`src/rtl/cpu_pkg.sv`:
```
// Shared definitions for the switch-driven CPU: opcode encoding (also used by the
// control FSM), datapath sequencer states and the default data width.
package cpu_pkg;

  localparam int unsigned DataW = 16;

  typedef enum logic [2:0] {
    OpLoad    = 3'd0,
    OpAdd     = 3'd1,
    OpAddi    = 3'd2,
    OpSub     = 3'd3,
    OpSubi    = 3'd4,
    OpMul     = 3'd5,
    OpClear   = 3'd6,
    OpDisplay = 3'd7
  } op_e;

  typedef enum logic [2:0] {
    StIdle,
    StRead,
    StExec,
    StWrite,
    StSend,
    StDone
  } state_e;

  // Opcodes whose result lands in rf[DEST]
  function automatic logic op_writes_rf(op_e op);
    return (op != OpClear) && (op != OpDisplay);
  endfunction

endpackage

```
`src/rtl/reg_file.sv`:
```
// Register file: RegCnt x DataW storage.
//   raddr_a_i/rdata_a_o, raddr_b_i/rdata_b_o : asynchronous read ports
//   we_i/waddr_i/wdata_i                     : synchronous write port
//   clr_i/clr_idx_i                          : synchronous zeroing of one entry
//   rst_ni                                   : asynchronous active-low reset, all entries to 0
module reg_file #(
  parameter  int unsigned DataW  = 16,
  parameter  int unsigned RegCnt = 16,
  localparam int unsigned IdxW   = $clog2(RegCnt)
) (
  input  logic             clk_i,
  input  logic             rst_ni,
  input  logic [IdxW-1:0]  raddr_a_i,
  output logic [DataW-1:0] rdata_a_o,
  input  logic [IdxW-1:0]  raddr_b_i,
  output logic [DataW-1:0] rdata_b_o,
  input  logic             we_i,
  input  logic [IdxW-1:0]  waddr_i,
  input  logic [DataW-1:0] wdata_i,
  input  logic             clr_i,
  input  logic [IdxW-1:0]  clr_idx_i
);

  logic [DataW-1:0] mem_q [RegCnt];
  logic [DataW-1:0] mem_d [RegCnt];

  assign rdata_a_o = mem_q[raddr_a_i];
  assign rdata_b_o = mem_q[raddr_b_i];

  always_comb begin
    mem_d = mem_q;
    if (clr_i) begin
      mem_d[clr_idx_i] = '0;
    end else if (we_i) begin
      mem_d[waddr_i] = wdata_i;
    end
  end

  always_ff @(posedge clk_i or negedge rst_ni) begin
    if (!rst_ni) begin
      for (int i = 0; i < RegCnt; i++) begin
        mem_q[i] <= '0;
      end
    end else begin
      mem_q <= mem_d;
    end
  end

endmodule

```
`src/rtl/exec_datapath.sv`:
```
// Command responder for the switch-driven CPU. Captures a command on any enable
// strobe in IDLE, then steps READ -> EXEC -> WRITE -> SEND -> DONE.
//   clk, rst (async active-low)
//   DEST/SRC1/SRC2, IMM_SIGN/IMM_MAGNETUDE, alu_func : command fields
//   alu_enable/read_enable/write_enable/clear_mem    : command strobes (ORed)
//   store_done : one-cycle pulse in DONE;  busy : state != IDLE
//   disp_valid/disp_ready + disp_op/reg/value/ovf     : display record handshake
module exec_datapath
  import cpu_pkg::*;
#(
  parameter int unsigned DATA_W  = DataW,
  parameter int unsigned REG_CNT = 16
) (
  input  logic              clk,
  input  logic              rst,
  input  logic [3:0]        DEST,
  input  logic [3:0]        SRC1,
  input  logic [3:0]        SRC2,
  input  logic              IMM_SIGN,
  input  logic [5:0]        IMM_MAGNETUDE,
  input  logic [2:0]        alu_func,
  input  logic              alu_enable,
  input  logic              read_enable,
  input  logic              write_enable,
  input  logic              clear_mem,
  output logic              store_done,
  output logic              busy,
  output logic              disp_valid,
  input  logic              disp_ready,
  output logic [2:0]        disp_op,
  output logic [3:0]        disp_reg,
  output logic [DATA_W-1:0] disp_value,
  output logic              disp_ovf
);

  localparam int unsigned IdxW = 4;
  localparam int unsigned Msb  = DATA_W - 1;

  state_e            state_q, state_d;
  op_e               op_q, op_d;
  logic [IdxW-1:0]   dest_q, dest_d, src1_q, src1_d, src2_q, src2_d, cnt_q, cnt_d;
  logic [DATA_W-1:0] imm_q, imm_d, opa_q, opa_d, opb_q, opb_d, res_q, res_d;
  logic              ovf_q, ovf_d;
  logic              valid_q, valid_d, rec_ovf_q, rec_ovf_d;
  op_e               rec_op_q, rec_op_d;
  logic [IdxW-1:0]   rec_reg_q, rec_reg_d;
  logic [DATA_W-1:0] rec_val_q, rec_val_d;

  logic                  strobe, rf_we, rf_clr, exec_ovf;
  logic [DATA_W-1:0]     mag_ext, rdata_a, rdata_b, exec_res, add_b, sum, diff;
  logic [2*DATA_W-1:0]   prod;

  assign strobe  = alu_enable | read_enable | write_enable | clear_mem;
  assign mag_ext = {{(DATA_W-6){1'b0}}, IMM_MAGNETUDE};

  reg_file #(
    .DataW  (DATA_W),
    .RegCnt (REG_CNT)
  ) u_reg_file (
    .clk_i     (clk),
    .rst_ni    (rst),
    .raddr_a_i (src1_q),
    .rdata_a_o (rdata_a),
    .raddr_b_i (src2_q),
    .rdata_b_o (rdata_b),
    .we_i      (rf_we),
    .waddr_i   (dest_q),
    .wdata_i   (res_q),
    .clr_i     (rf_clr),
    .clr_idx_i (cnt_q)
  );

  // ALU on the registered operands
  always_comb begin
    add_b    = ((op_q == OpAdd) || (op_q == OpSub)) ? opb_q : imm_q;
    sum      = opa_q + add_b;
    diff     = opa_q - add_b;
    prod     = $signed({{DATA_W{opa_q[Msb]}}, opa_q}) * $signed({{DATA_W{imm_q[Msb]}}, imm_q});
    exec_res = '0;
    exec_ovf = 1'b0;
    unique case (op_q)
      OpLoad: exec_res = imm_q;
      OpAdd, OpAddi: begin
        exec_res = sum;
        exec_ovf = (opa_q[Msb] == add_b[Msb]) && (sum[Msb] != opa_q[Msb]);
      end
      OpSub, OpSubi: begin
        exec_res = diff;
        exec_ovf = (opa_q[Msb] != add_b[Msb]) && (diff[Msb] != opa_q[Msb]);
      end
      OpMul: begin
        exec_res = prod[Msb:0];
        // Representable only if the upper half is a pure sign extension of bit Msb
        exec_ovf = !((&prod[2*DATA_W-1:Msb]) || !(|prod[2*DATA_W-1:Msb]));
      end
      OpClear:   exec_res = '0;
      OpDisplay: exec_res = opa_q;
      default: ;
    endcase
  end

  always_comb begin
    state_d   = state_q;
    op_d      = op_q;
    dest_d    = dest_q;
    src1_d    = src1_q;
    src2_d    = src2_q;
    imm_d     = imm_q;
    opa_d     = opa_q;
    opb_d     = opb_q;
    res_d     = res_q;
    ovf_d     = ovf_q;
    cnt_d     = cnt_q;
    valid_d   = valid_q;
    rec_op_d  = rec_op_q;
    rec_reg_d = rec_reg_q;
    rec_val_d = rec_val_q;
    rec_ovf_d = rec_ovf_q;
    rf_we     = 1'b0;
    rf_clr    = 1'b0;
    unique case (state_q)
      StIdle: begin
        if (strobe) begin
          op_d    = op_e'(alu_func);
          dest_d  = DEST;
          src1_d  = SRC1;
          src2_d  = SRC2;
          imm_d   = IMM_SIGN ? -mag_ext : mag_ext;
          state_d = StRead;
        end
      end
      StRead: begin
        opa_d   = rdata_a;
        opb_d   = rdata_b;
        state_d = StExec;
      end
      StExec: begin
        res_d   = exec_res;
        ovf_d   = exec_ovf;
        state_d = StWrite;
      end
      StWrite: begin
        if (op_q == OpClear) begin
          rf_clr = 1'b1;
          cnt_d  = cnt_q + IdxW'(1);
        end else begin
          rf_we = op_writes_rf(op_q);
        end
        if ((op_q != OpClear) || (cnt_q == IdxW'(REG_CNT - 1))) begin
          valid_d   = 1'b1;
          rec_op_d  = op_q;
          rec_reg_d = (op_q == OpDisplay) ? src1_q : (op_q == OpClear) ? '0 : dest_q;
          rec_val_d = res_q;
          rec_ovf_d = ovf_q;
          state_d   = StSend;
        end
      end
      StSend: begin
        if (disp_ready) begin
          valid_d = 1'b0;
          state_d = StDone;
        end
      end
      StDone:  state_d = StIdle;
      default: state_d = StIdle;
    endcase
  end

  always_ff @(posedge clk or negedge rst) begin
    if (!rst) begin
      state_q   <= StIdle;
      op_q      <= OpLoad;
      dest_q    <= '0;
      src1_q    <= '0;
      src2_q    <= '0;
      imm_q     <= '0;
      opa_q     <= '0;
      opb_q     <= '0;
      res_q     <= '0;
      ovf_q     <= 1'b0;
      cnt_q     <= '0;
      valid_q   <= 1'b0;
      rec_op_q  <= OpLoad;
      rec_reg_q <= '0;
      rec_val_q <= '0;
      rec_ovf_q <= 1'b0;
    end else begin
      state_q   <= state_d;
      op_q      <= op_d;
      dest_q    <= dest_d;
      src1_q    <= src1_d;
      src2_q    <= src2_d;
      imm_q     <= imm_d;
      opa_q     <= opa_d;
      opb_q     <= opb_d;
      res_q     <= res_d;
      ovf_q     <= ovf_d;
      cnt_q     <= cnt_d;
      valid_q   <= valid_d;
      rec_op_q  <= rec_op_d;
      rec_reg_q <= rec_reg_d;
      rec_val_q <= rec_val_d;
      rec_ovf_q <= rec_ovf_d;
    end
  end

  assign busy       = (state_q != StIdle);
  assign store_done = (state_q == StDone);
  assign disp_valid = valid_q;
  assign disp_op    = rec_op_q;
  assign disp_reg   = rec_reg_q;
  assign disp_value = rec_val_q;
  assign disp_ovf   = rec_ovf_q;

endmodule

```
`config.mk`:
```
export PLATFORM = sky130hd
export DESIGN_NAME = exec_datapath
export DESIGN_NICKNAME = d
export VERILOG_FILES = /design/src/rtl/cpu_pkg.sv /design/src/rtl/reg_file.sv /design/src/rtl/exec_datapath.sv
export SDC_FILE = /design/constraint.sdc
export NUM_CORES = 1
export LEC_CHECK = 0
export CORE_UTILIZATION = 65
export CTS_CLUSTER_DIAMETER = 50
export DETAILED_ROUTE_END_ITERATION = 7
export GPL_TIMING_DRIVEN = 0
export PLACE_DENSITY_LB_ADDON = 0.08
export SLEW_MARGIN = 20
export SYNTH_ARGS = -nofsm -noshare
export SYNTH_HDL_FRONTEND = slang
export SYNTH_HIERARCHICAL = 1
export SYNTH_SLANG_ARGS = --single-unit
```
`constraint.sdc`:
```
create_clock -name clk -period 10.1 [get_ports clk]
set_input_delay 3.03 -clock clk [delete_from_list [all_inputs] [get_ports clk]]
set_output_delay 3.03 -clock clk [all_outputs]
set_load 0.1 [all_outputs]
```
==> flow_summary_export.csv, run 1 <==
group,metric,value,unit
placement,gp_congestion,1.07,
setup_path,max_stage_delay,710,ps
grt,grt.overflow.total,0,
synth,synth_edf_count,0,
setup_path,path_max_fanout,10,
grt,grt_max_degree,85,
clock_tree,cts.htree.levels,2,
routing,drt_wl_total,104000,µm
setup_path,crit_start,"imm_q[14]",
hold_path,hp-class,"flip-flop to flip-flop",
clock_tree,clock_path_buffers,3,
routing,drtIter0Drc,2879,
hold_path,hold_start,"src2_q[1]",
setup_path,cp_data_required_time,10540,ps
sta,worstMarginPinSlew,1040,ps
die,io_pins,56,
routing,wl_per_cell,28.3,µm
grt,met3_usage,0.0979,
routing,antenna_left,0,
clock_tree,cts_setup_buffers,0,
clock_tree,cts_buffers,45,
sta,hold_slack,489,ps
grt,grt_usage,0.443,
placement,portBuffers,54,
layout,fin_nets,3426,
sta,finalHoldViolations,0,
layout,drive_gt1_frac,0.192,
run,maxCapViolations,0,
grt,antenna_found_initial,5,
die,coreArea,0.0466,mm²
synth,synth-main-ff-cell,"dfrtp_1",
placement,place_hpwl,79100,µm
synth,async_reset_ff_frac,1.00,
die,rows,79,
grt,grt_use_met1,0.545,
synth,yosysUniqueCellTypes,84,
sta,rsz0062_at_grt,"false",
synth,yosys_warnings,6,
synth,yosysTopAreaCellShare,0.297,
routing,via_per_inst,6.91,
grt,busiest_layer,"met2",
layout,fin_util,0.722,
setup_path,cp_slowest_cell,"xor2_1",
setup_path,path_cells,"clkbuf_1 -> clkbuf_1 -> nand2_1 -> fa_1 -> fa_1 -> inv_1 -> fa_1 -> fa_1 -> fa_1 -> inv_1 -> fa_1 -> inv_1 -> ha_1 -> nand3_2 -> nor2_1 -> a2111oi_4 -> nand2_2 -> xor2_1 -> o311ai_0 -> or4_1 -> or4_1 -> nor4b_1 -> and4_1 -> o32ai_1",
synth,ys_ff_latch,363,
sta,min_period,9520,ps
setup_path,path_buf_inv,5,
clock_tree,worstSkewPairLatency,590,ps
grt,grt_pass1_wl,155000,µm
die,die-area,0.0480,mm²
setup_path,setup.worst_path.end_class,"flip-flop",
sta,fin_ws,578,ps
grt,grt_pass1_vias,25672,
routing,num_vias,25315,
synth,synth.avg_cell_area,10.5,µm²
die,start_util,0.658,
placement,dp_slack,865,ps
setup_path,r2r_cells,24,
setup_path,crit_type,"flip-flop to flip-flop",
hold_path,holdPathEnd,"src2_q[1]",
setup_path,cp_top_family,"adder cells",
clock_tree,cts_resized,0,
synth,synth_fp_nets,3320,
die,die_h,219,µm
status,outcome,"completed",
setup_path,rr_endpoint,"ovf_q",
sta,finalClockSkew,30.4,ps
synth,syn_area,0.0306,mm²
synth,synthTopCellsByArea,"dfrtp_1 30%, fa_1 17%, mux4_2 9.4%, a31o_2 6.6%, and3_1 5.3%",
placement,placedCellCount,3577,
clock_tree,clk_pin_slew,60,ps
synth,ys_top_cells_by_count,"363 x dfrtp_1, 303 x inv_1, 303 x nand2_1",
sta,slew_headroom,0.307,
setup_path,reg2reg_slack,580,ps
setup_path,critPathArrivalTime,9960,ps
synth,synth-seq-area-share,0.297,
layout,fin_cells,3662,
grt,use_met2,0.682,
layout,largest_reg_flops,256,
hold_path,holdPathStages,2,
sta,drv_slew,0,
sta,fmax,105,MHz
sta,finalSetupViolCount,0,
synth,yosysTopAreaCell,"dfrtp_1",
clock_tree,hold_buffers,0,
die,die_x,219,µm
synth,postSynthCellCount,2911,
sta,period_share,0.943,
setup_path,timing.critical_path.mode_cell,"fa_1",
layout,top_register,"u_reg_file/mem_q",
routing,drt_pass1_iterations,6,
clock_tree,clock_sinks,363,
setup_path,startpoint_type,"flip-flop",
clock_tree,root_buffer,"clkbuf_16",
clock_tree,cts_tree,"built",
routing,drc,0,
layout,syn_to_final_growth,9.80,%
synth,yosysMostFrequentCell,"dfrtp_1",
setup_path,r2r_start,"imm_q[14]",
-- metal layers --
layer,wire length (µm),vias up
li1,-,10466
met1,36200,12772
met2,47300,1645
met3,10800,432
met4,9330,0
met5,0,-
-- through the flow --
stage               setup TNS [ps]  area, µm²
floorplan                        0      30600
CTS                              0      33600
global placement          -3391730      31900
global route                     0      33600
detailed placement               0      32100
finish                           0      33600
-- cell usage in the layout (no fill, tap or decap), types with 7 or more instances in the layout --
cell type        instances
a21o_1                  16
a21oi_1                 59
a221o_1                 10
a221oi_1                 7
a22oi_1                 65
a31o_1                  26
a31o_2                 232
a31oi_1                  9
and2_1                  87
and3_1                 261
buf_2                   42
buf_4                   18
clkbuf_1               163
clkbuf_16               46
clkdlybuf4s50_1         53
dfrtp_1                363
fa_1                   264
ha_1                   116
inv_1                  303
mux2_2                  50
mux4_2                 128
nand2_1                303
nand2b_1                27
nand3_1                 18
nor2_1                  69
nor2b_1                 14
nor3_1                  13
o21ai_0                 58
o21bai_1                13
o221ai_1                 7
or3_1                   10
xnor2_1                 32
xor2_1                  12
-- final cells by class --
class / instances / area (µm²)
inverter: 304 / 1140
multi-input combinational: 2014 / 19400
tap: 607 / 759
timing repair buffer: 59 / 663
fill: 3365 / 12900
clock buffer: 57 / 1250
clock inverter: 24 / 300
antenna: 4 / 10.0
sequential: 363 / 9080
buffer: 230 / 1030
-- how the worst max path moves through the flow --
stage	endpoint	slack [ps]	cells past startpoint
6_report	ovf_q	580	24
4_1_cts	ovf_q	860	24
3_5_place_dp	ovf_q	870	24
2_1_floorplan	ovf_q	3030	23
5_1_grt	ovf_q	390	24
3_3_place_gp	u_reg_file/mem_q[7]	-9380	1
-- logic make-up after synthesis --
kind of cell / count (synthesis) / synth area share
simple gates: 842 / 0.143
compound gates: 564 / 0.143
buf+inv: 534 / 0.0707
fa+ha+maj: 380 / 0.220
flops: 363 / 0.297
mux: 184 / 0.114
xor+xnor: 44 / 0.0126
-- worst reg2reg max path: cells and delay by family, from the launching register on --
kind,cells,cell delay [ps]
and+or+nand+nor,8,2550
xor gates and xnor gates,1,720
DFF,1,320
buffers and inverters,5,1310
adders and majority gates,7,3450
AOI/OAI and AO/OA,3,1040
Power of run 1 is not shown: default switching activity piles up to over one toggle a cycle in this logic, so the estimate is an artifact.
==> inputs of run 2 (changes only) <==
CAP_MARGIN = 0   (was default)
CORE_MARGIN = 5   (was default)
==> run 2 against run 1 <==
Flip-flop and latch count unchanged. Register-to-register slack better by 270 ps. Clock-buffer cell count down 4. Die area up 7.4%.
==> flow_summary_export.csv, run 2 (synthesis results as in run 1) <==
group,metric,value,unit
sta,worstMarginPinSlew,1090,ps
layout,fill_cells,3355,
die,coreArea,0.0466,mm²
placement,portBuffers,54,
die,rows,79,
hold_path,holdPathEnd,"src2_q[0]",
clock_tree,hold_buffers,0,
setup_path,setup.worst_path.end_class,"flip-flop",
sta,period_share,0.916,
routing,drt_pass1_iterations,7,
routing,drc,0,
layout,largest_reg_flops,256,
placement,dp_slack,1010,ps
layout,drive_gt1_frac,0.190,
die,io_pins,56,
status,outcome,"completed",
sta,fin_ws,849,ps
setup_path,crit_type,"flip-flop to flip-flop",
sta,setup_tns,0,ps
routing,wl_per_cell,28.4,µm
setup_path,r2r_start,"imm_q[14]",
hold_path,hp-class,"flip-flop to flip-flop",
routing,drtIter0Drc,2941,
clock_tree,clk_pin_slew,60,ps
grt,met3_usage,0.0870,
placement,gp_congestion,1.10,
layout,final_common_cell,"dfrtp_1",
routing,antenna_left,0,
clock_tree,root_buffer,"clkbuf_16",
setup_path,reg2reg_slack,850,ps
grt,antenna_found_initial,4,
routing,drt_wl_total,104000,µm
sta,finalSetupViolCount,0,
sta,finalClockSkew,29.3,ps
routing,via_per_inst,6.92,
layout,top_register,"u_reg_file/mem_q",
grt,grt_max_degree,104,
layout,layout_common_cells,"363 x dfrtp_1, 303 x inv_1, 303 x nand2_1",
setup_path,r2r_cells,24,
clock_tree,cts_resized,0,
grt,grt_pass1_vias,26350,
clock_tree,cts_setup_buffers,0,
die,start_util,0.658,
sta,slew_headroom,0.274,
clock_tree,clock_sinks,363,
sta,rsz0062_at_grt,"false",
sta,fmax,108,MHz
clock_tree,cts_buffers,43,
clock_tree,cts_tree,"built",
setup_path,rr_endpoint,"ovf_q",
die,die-area,0.0516,mm²
grt,grt_use_met1,0.514,
setup_path,path_max_fanout,10,
sta,drv_slew,0,
grt,grt_pass1_wl,158000,µm
grt,grt.overflow.total,0,
clock_tree,worstSkewPairLatency,590,ps
clock_tree,clock_path_buffers,3,
grt,use_met2,0.638,
setup_path,critPathArrivalTime,9650,ps
setup_path,cp_data_required_time,10490,ps
layout,syn_to_final_growth,9.73,%
sta,finalHoldViolations,0,
setup_path,startpoint_type,"flip-flop",
clock_tree,cts.htree.levels,2,
layout,fin_nets,3423,
grt,busiest_layer,"met2",
sta,min_period,9250,ps
hold_path,holdPathStages,2,
grt,grt_usage,0.409,
hold_path,hold_start,"src2_q[0]",
run,maxCapViolations,0,
placement,place_hpwl,79000,µm
routing,num_vias,25289,
die,die_h,227,µm
die,die_x,227,µm
-- run 2: layout make-up --
cell class	count	area [µm²]	share of cell area
clock inverter	25	407	0.0121
inverter	304	1140	0.0339
clock buffer	53	1160	0.0346
multi-input combinational	2014	19400	0.577
buffer	230	1030	0.0305
antenna	2	5.00	0.000149
sequential	363	9080	0.270
timing repair buffer	58	636	0.0189
tap	607	759	0.0226
-- run 2: worst max-delay path by stage --
| stage | cells after the start | end | startpoint | slack (ps) |
|---|---|---|---|---|
| after floorplan | 23 | ovf_q | opa_q[15] | 3030 |
| after global placement | 1 | u_reg_file/mem_q[23] | rst | -9380 |
| after detailed placement | 24 | ovf_q | imm_q[1] | 1010 |
| after CTS | 24 | ovf_q | imm_q[1] | 960 |
| after global routing | 24 | ovf_q | imm_q[1] | 690 |
| final | 24 | ovf_q | imm_q[14] | 850 |
-- run 2: critical path, cell delays in order (launching register included) --
cell and delay [ps]:
dfrtp_1 320, clkbuf_1 770, clkbuf_1 430, nand2_1 270, fa_1 530, fa_1 500, inv_1 60, fa_1 480
fa_1 460, fa_1 510, inv_1 50, fa_1 470, inv_1 50, ha_1 430, nand3_2 160, nor2_1 80
a2111oi_4 560, nand2_2 220, xor2_1 650, o311ai_0 310, or4_1 440, or4_1 430, nor4b_1 340, and4_1 380
o32ai_1 170
-- run 2: through the flow --
step	instances	instance area (µm²)	hold slack (ps)	util
floorplan	2911	30600	440	-
global placement	3572	31900	463	0.686
detailed placement	3576	32000	457	0.688
finish	3656	33600	491	0.722
global route	3654	33600	510	0.722
CTS	3654	33600	484	0.722
-- run 2: per-layer routing --
metal / vias to the layer above / routed length (µm)
li1: 10452 / -
met1: 12742 / 36400
met2: 1640 / 47600
met3: 453 / 10300
met4: 2 / 9570
met5: - / 7
Power of run 2 is left out for the same reason.
